===== config.mk =====
export PLATFORM = sky130hd
export DESIGN_NAME = imuldiv_div_arbiter
export DESIGN_NICKNAME = d
export VERILOG_FILES = /design/src/rtl/imuldiv_div_arbiter.sv
export SDC_FILE = /design/constraint.sdc
export NUM_CORES = 1
export LEC_CHECK = 0
export BUFFER_PORTS_ARGS = -buffer_cell sky130_fd_sc_hd__buf_2
export CORE_AREA = 5 5 164 166
export CTS_CLUSTER_DIAMETER = 150
export CTS_CLUSTER_SIZE = 20
export DETAILED_ROUTE_END_ITERATION = 12
export DIE_AREA = 0 0 169 171
export GPL_ROUTABILITY_DRIVEN = 0
export PLACE_DENSITY = 0.47
export SYNTH_ARGS = -nofsm -noshare
export SYNTH_HDL_FRONTEND = slang
export SYNTH_SLANG_ARGS = --single-unit

===== constraint.sdc =====
create_clock -name clk -period 5.34 [get_ports clk]
set_input_delay 1.068 -clock clk [delete_from_list [all_inputs] [get_ports clk]]
set_output_delay 1.068 -clock clk [all_outputs]
set_load 0.01 [all_outputs]

===== src/rtl/imuldiv_div_arbiter.sv =====
`default_nettype none
// ============================================================================
// Module   : imuldiv_div_arbiter
// Brief    : Round-robin sharing of one non-pipelined divider between two
//            requester ports, with per-port grant counters.
// Revision : 1.0 - initial release
// ============================================================================
module imuldiv_div_arbiter #(
  parameter int CNT_W = 16
) (
  input  logic              clk,
  input  logic              reset,

  input  logic              req0_msg_fn,
  input  logic [31:0]       req0_msg_a,
  input  logic [31:0]       req0_msg_b,
  input  logic              req0_val,
  output logic              req0_rdy,
  output logic [63:0]       resp0_msg_result,
  output logic              resp0_val,
  input  logic              resp0_rdy,

  input  logic              req1_msg_fn,
  input  logic [31:0]       req1_msg_a,
  input  logic [31:0]       req1_msg_b,
  input  logic              req1_val,
  output logic              req1_rdy,
  output logic [63:0]       resp1_msg_result,
  output logic              resp1_val,
  input  logic              resp1_rdy,

  output logic              divreq_msg_fn,
  output logic [31:0]       divreq_msg_a,
  output logic [31:0]       divreq_msg_b,
  output logic              divreq_val,
  input  logic              divreq_rdy,
  input  logic [63:0]       divresp_msg_result,
  input  logic              divresp_val,
  output logic              divresp_rdy,

  output logic [CNT_W-1:0]  grant_cnt0,
  output logic [CNT_W-1:0]  grant_cnt1
);

  typedef enum logic [0:0] {
    ST_IDLE = 1'b0,
    ST_BUSY = 1'b1
  } state_t;

  localparam logic [CNT_W-1:0] C_CNT_ONE = 1;

  state_t           r_state;
  logic             r_owner;
  logic             r_prio;
  logic [CNT_W-1:0] r_grant_cnt0;
  logic [CNT_W-1:0] r_grant_cnt1;

  logic w_idle;
  logic w_any_req;
  logic w_winner;
  logic w_issue;
  logic w_owner_resp_rdy;
  logic w_resp_done;

  assign w_idle    = (r_state == ST_IDLE);
  assign w_any_req = req0_val | req1_val;

  // On a tie the favoured port wins; otherwise whichever port is requesting.
  assign w_winner  = (req0_val & req1_val) ? r_prio : req1_val;

  assign divreq_val    = w_idle & w_any_req;
  assign divreq_msg_fn = w_winner ? req1_msg_fn : req0_msg_fn;
  assign divreq_msg_a  = w_winner ? req1_msg_a  : req0_msg_a;
  assign divreq_msg_b  = w_winner ? req1_msg_b  : req0_msg_b;

  assign req0_rdy = w_idle & req0_val & ~w_winner & divreq_rdy;
  assign req1_rdy = w_idle & req1_val &  w_winner & divreq_rdy;
  assign w_issue  = divreq_val & divreq_rdy;

  assign resp0_msg_result = divresp_msg_result;
  assign resp1_msg_result = divresp_msg_result;
  assign resp0_val        = ~w_idle & ~r_owner & divresp_val;
  assign resp1_val        = ~w_idle &  r_owner & divresp_val;

  assign w_owner_resp_rdy = r_owner ? resp1_rdy : resp0_rdy;
  assign divresp_rdy      = ~w_idle & w_owner_resp_rdy;
  assign w_resp_done      = ~w_idle & divresp_val & w_owner_resp_rdy;

  assign grant_cnt0 = r_grant_cnt0;
  assign grant_cnt1 = r_grant_cnt1;

  always_ff @(posedge clk) begin
    if (!reset) begin
      r_state      <= ST_IDLE;
      r_owner      <= 1'b0;
      r_prio       <= 1'b0;
      r_grant_cnt0 <= '0;
      r_grant_cnt1 <= '0;
    end else begin
      case (r_state)
        ST_IDLE: begin
          if (w_issue) begin
            r_owner <= w_winner;
            r_prio  <= ~w_winner;
            r_state <= ST_BUSY;
            if (w_winner) r_grant_cnt1 <= r_grant_cnt1 + C_CNT_ONE;
            else          r_grant_cnt0 <= r_grant_cnt0 + C_CNT_ONE;
          end
        end
        ST_BUSY: begin
          if (w_resp_done) r_state <= ST_IDLE;
        end
        default: r_state <= ST_IDLE;
      endcase
    end
  end

endmodule
`default_nettype wire


==> metrics, run 1 <==
Starting Density 13.2%; register-to-register setup slack 3.27 ns; worst r2r dst grant_cnt0[11]; Residual DRC 0; routed wire length per instance 18.1 um; Hold Path Depth 2; HPWL after DPL 13300 um; worst rel slew slack 73.3%; CTS Buffer Depth 2; switching share of power 27.6%; final hold violation count 0; sequential power share 32.5%; Remaining Overflow, GRT 0; clock latency on the worst-skew pair 0.28 ns; postcts setup bufs 0; post-route setup TNS 0 ns; worst endpoint data arrival time 2.31 ns; fin crit share 63.3%; Max Cap Viol 0; setup slack after layout 1.96 ns; most common cell after layout, fill and taps aside buf_2; NetSw 0.000229 W; CP Launch Type primary input; RSZ-0062 raised after global routing no; Fmax 296 MHz; Die ar. 28900 um^2; synthesized flop and latch total 35; DP Worst Slack 1.97 ns; via count 3196; CTS H-tree lvls 2; sequential fraction of the synthesis area 20.8%; Setup Viol. Count Final 0; clk sinks 35; Syn Area/Cell 8.42 um^2; fin crit period 3.38 ns; I/O Buffers 240; Area growth, synth to finish 23.9%; r2r startpoint r_state; Die Ht 171 um; Ports 433; CP Class in -> out; Num CTS Buffers 5; Clk pwr share 41.5%; Core Area 25500 um^2; Post-CTS Resized 0; Crit Path Max Fanout 65; fin nets 711; Warnings, synthesis 0; logic gate share of total power 26.0%; DR pass1 iterations 4; first-pass GRT wire length 21000 um; Slew Limit Fails 0; status complete, no violations; proportion of layout cells with a drive suffix above 1 62.4%; tightest hold margin 0.478 ns; Pwr Total 0.000831 W; leak pwr 1.86 nW; Hold-fix buffers, CTS 0; clock skew 0.00618 ns; Hold/Removal Path Class reg -> reg; CTS tree yes; Critical Path End Type output port; final wirelength 15300 um; clock-pin slew on the worst setup and hold paths 0.06 ns; DR iter-0 viols 126; Mapped Area 3370 um^2; die width 169 um; number of global-route vias before repair 3213; FP Rows 59; worst slew pin tran 0.401 ns; Post-Synthesis Net Count 604; pin count of the biggest net entering global routing 66; post-route ant nets 0; most frequent cells in the layout 240 x buf_2, 65 x mux2_2, 35 x dfxtp_1; Hold Path End grant_cnt1[15]; Int Pwr 0.000602 W; Synth cell types 33; Gate Count Post-Synth 400; hold_sp grant_cnt1[15]; final core occ 16.4%; VDD IR max 0.127 mV; gr usage total 9.77%; FF-to-FF path depth 4; CTS Root Cell clkbuf_16; routed vias/inst 3.79; antenna violations before repair 5; pwr dens 199 nW/um^2; Crit path required time 4.27 ns
## per-layer routing
metal	share of wire (%)	up-vias	wire, um	global-route usage, %
met4	2.4	2	361	2.70
met3	15	24	2270	6.52
met2	46	300	6960	15.3
li1	-	1486	-	-
met1	37	1384	5610	10.8
met5	0.35	-	53	1.34
## cells in the mapped netlist
cell,instances,area share (%)
xnor2_1,10,2.6
nand2_1,15,1.7
clkbuf_1,12,1.3
nor3_1,3,0.45
or2_2,1,0.19
o21ai_0,14,2.1
and4_1,3,0.78
and3_1,1,0.19
a21oi_1,22,3.3
o31ai_1,6,1.3
buf_2,2,0.30
or4_1,8,1.8
nand4b_1,2,0.52
nor2b_1,3,0.56
ha_1,2,0.74
clkinv_1,1,0.11
or3_1,14,2.6
o211ai_1,1,0.22
or4b_1,1,0.30
nor4_1,5,0.93
nand3b_1,1,0.22
mux2i_1,2,0.59
nor4b_1,1,0.26
nor2_1,16,1.8
dfxtp_1,35,21
nand2b_1,2,0.37
inv_1,6,0.67
and2_1,1,0.19
nand3_1,8,1.2
nand4_1,8,1.5
xor2_1,1,0.26
mux2_2,65,22
buf_4,128,29
## power by group through the flow
stage	sequential [W]	clock, W	combinational [W]
6_report	0.000271	0.000345	0.000216
3_5_place_dp	0.000277	0	0.000220
5_1_grt	0.000272	0.000363	0.000237
3_3_place_gp	0.000277	0	0.000219
2_1_floorplan	0.000275	0	0.000206
4_1_cts	0.000271	0.000355	0.000221
## through the flow
step	instances	instance area [um^2]
after floorplan	400	3370
after global placement	835	4000
after detailed placement	835	4000
after CTS	843	4170
after global routing	844	4180
final	844	4180
## layout make-up
cell class,count,area (um^2)
fill,2916,21300
multi-input combinational,216,1630
timing repair buffer,242,1230
sequential,35,701
tap,335,419
clock buffer,5,125
clock inverter,3,43.8
inverter,7,26.3
antenna,1,2.50
## logic make-up after synthesis
logic type | after synthesis | synth area share, %
compound gates | 43 | 6.91
xor+xnor | 11 | 2.86
fa+ha+maj | 2 | 0.743
buf+inv | 149 | 30.9
flops | 35 | 20.8
mux | 67 | 22.3
simple gates | 93 | 15.4
## worst max-delay path by stage
| stage | from | end | slack [ns] | cells after the start |
|---|---|---|---|---|
| 2_1_floorplan | req0_val | divreq_msg_a[12] | 1.98 | 5 |
| 3_3_place_gp | req0_val | divreq_msg_b[25] | 1.99 | 6 |
| 3_5_place_dp | req0_val | divreq_msg_b[25] | 1.97 | 6 |
| 4_1_cts | req0_val | divreq_msg_b[25] | 1.97 | 6 |
| 5_1_grt | req0_val | divreq_msg_a[19] | 1.92 | 6 |
| 6_report | req0_val | divreq_msg_b[14] | 1.96 | 6 |
## critical path: stages
cell and delay (ns):
buf_2 0.13, nand2b_1 0.13, nand2_2 0.11, buf_12 0.26, mux2_2 0.38, buf_2 0.14
## registers in the layout, summed over array words and instances, names as in the netlist
signal,flops
r_owner,1
grant_cnt1,16
r_state,1
r_prio,1
grant_cnt0,16
(Power assumes the default switching activity.)
==> run 2: changes to the inputs <==
==> constraint.sdc (replaced) <==
create_clock -name clk -period 3.4 [get_ports clk]
set_input_delay 0.68 -clock clk [delete_from_list [all_inputs] [get_ports clk]]
set_output_delay 0.68 -clock clk [all_outputs]
set_load 0.01 [all_outputs]
==> run 2 against run 1 <==
Critical path depth did not move. Via count is 0.63% lower. Global-route usage hardly changed. Hold slack lost 0.0018 ns. Count of clock-buffer cells in the layout up 1. Largest power group unchanged. Utilization up 0.16 points. Sequential cell count stayed put.
==> metrics, run 2 (same netlist as run 1, synthesis figures left out) <==
status complete, no violations; number of global-route vias before repair 3191 (-0.68%); Area growth, synth to finish 25.1%; I/O Buffers 240 (unchanged); leak pwr 1.88 nW (+1.2%); Crit path required time 2.72 ns (-1.55 ns); Max Cap Viol 0 (unchanged); clock latency on the worst-skew pair 0.28 ns (about the same); postcts setup bufs 0 (unchanged); pwr dens 314 nW/um^2 (+58%); Slew Limit Fails 0 (unchanged); Ports 433 (unchanged); final core occ 16.6% (+0.16 points); Remaining Overflow, GRT 0 (unchanged); Critical path origin req0_val; Hold/Removal Path Class reg -> reg; DR iter-0 viols 119 (-5.6%); register-to-register setup slack 1.34 ns (-1.93 ns); crit path to divreq_msg_b[15]; CTS H-tree lvls 2 (unchanged); Starting Density 13.2% (unchanged); Die Ht 171 um (unchanged); final hold violation count 0 (unchanged); VDD IR max 0.236 mV (+85%); hold_sp grant_cnt1[15]; Hold Path Depth 2 (unchanged); via count 3176 (-0.63%); fin nets 715 (+0.56%); clk sinks 35 (unchanged); Post-CTS Resized 0 (unchanged); worst rel slew slack 72.2% (-1.1 points); Residual DRC 0 (unchanged); DR pass1 iterations 4 (unchanged); die width 169 um (unchanged); CTS Buffer Depth 2 (unchanged); most frequent cells in the layout 240 x buf_2, 65 x mux2_2, 35 x dfxtp_1; CTS Root Cell clkbuf_16; clock-pin slew on the worst setup and hold paths 0.06 ns (about the same); most common cell after layout, fill and taps aside buf_2; FP Rows 59 (unchanged); Core Area 25500 um^2 (unchanged); CP Class in -> out; fin crit period 2.77 ns; clock skew 0.00564 ns (-0.000538 ns); Setup Viol. Count Final 0 (unchanged); antenna violations before repair 7 (+2); FF-to-FF path depth 4 (unchanged); post-route ant nets 0 (unchanged); gr usage total 9.74% (-0.025 points); routed wire length per instance 17.9 um (-1.2%); first-pass GRT wire length 20900 um (-0.46%); HPWL after DPL 13300 um (+0.45%); worst endpoint data arrival time 2.09 ns (-0.22 ns); post-route setup TNS 0 ns (unchanged); Die ar. 28900 um^2 (unchanged); Pwr Total 0.00132 W (+59%); CP Launch Type primary input; final wirelength 15200 um (-0.59%); CTS tree yes; Fmax 361 MHz; Hold-fix buffers, CTS 0 (unchanged); worst slew pin tran 0.416 ns (+0.0147 ns); proportion of layout cells with a drive suffix above 1 62.7% (+0.29 points); r2r startpoint r_state; Crit Path Max Fanout 41 (-37%); pin count of the biggest net entering global routing 42 (-36%); fin crit share 81.5%; Num CTS Buffers 5 (unchanged); RSZ-0062 raised after global routing no; routed vias/inst 3.74 (-1.2%); worst r2r dst grant_cnt0[11]; Critical Path End Type output port
-- run 2: changes by cell type in the layout (fill, tap and decap cells not counted), sizes merged --
cell | previous run | this run
clkinv | 3 | 1
buf | 242 | 246
clkbuf | 5 | 6
inv | 6 | 7
diode | 1 | 2
-- run 2: worst min path at each step --
| stage | end | slack [ns] |
|---|---|---|
| after floorplan | grant_cnt1[15] | 0.50 |
| after global placement | grant_cnt1[15] | 0.47 |
| after detailed placement | grant_cnt1[15] | 0.47 |
| after CTS | grant_cnt1[15] | 0.48 |
| after global routing | grant_cnt1[15] | 0.50 |
| final | grant_cnt1[15] | 0.48 |
-- run 2: critical path: stages --
cell	delay [ns]
buf_2	0.13
nand2b_1	0.13
nand2_2	0.35
buf_12	0.28
mux2_2	0.35
buf_2	0.14
-- run 2: through the flow --
stage / hold WS [ns] / setup slack (ns) / instances / area, um^2
after detailed placement: 0.475 / 0.611 / 839 / 4030
after global routing: 0.500 / 0.506 / 849 / 4220
final: 0.476 / 0.628 / 849 / 4220
after global placement: 0.473 / 0.622 / 839 / 4030
after floorplan: 0.496 / 0.814 / 400 / 3370
after CTS: 0.482 / 0.605 / 847 / 4210
-- run 2: area by class of cell --
class | instances | area, um^2
clock inverters | 2 | 38.8
inverters | 7 | 26.3
diodes | 2 | 5.00
well taps | 335 | 419
repair buffers | 246 | 1260
flip-flops and latches | 35 | 701
fillers | 2903 | 21300
clock buffers | 6 | 139
multi-input cells | 216 | 1630
-- run 2: metal layers --
layer	routed length, um	GRT usage [%]	up-vias
li1	-	-	1492
met1	5630	10.8	1360
met2	6830	15.3	299
met3	2310	6.59	23
met4	338	2.42	2
met5	53	1.34	-
-- run 2: where the power goes --
part	total, W	switching [W]	internal [W]
logic	0.000344	0.000158	0.000187
registers	0.000425	0.00000867	0.000416
clock network	0.000555	0.000186	0.000369
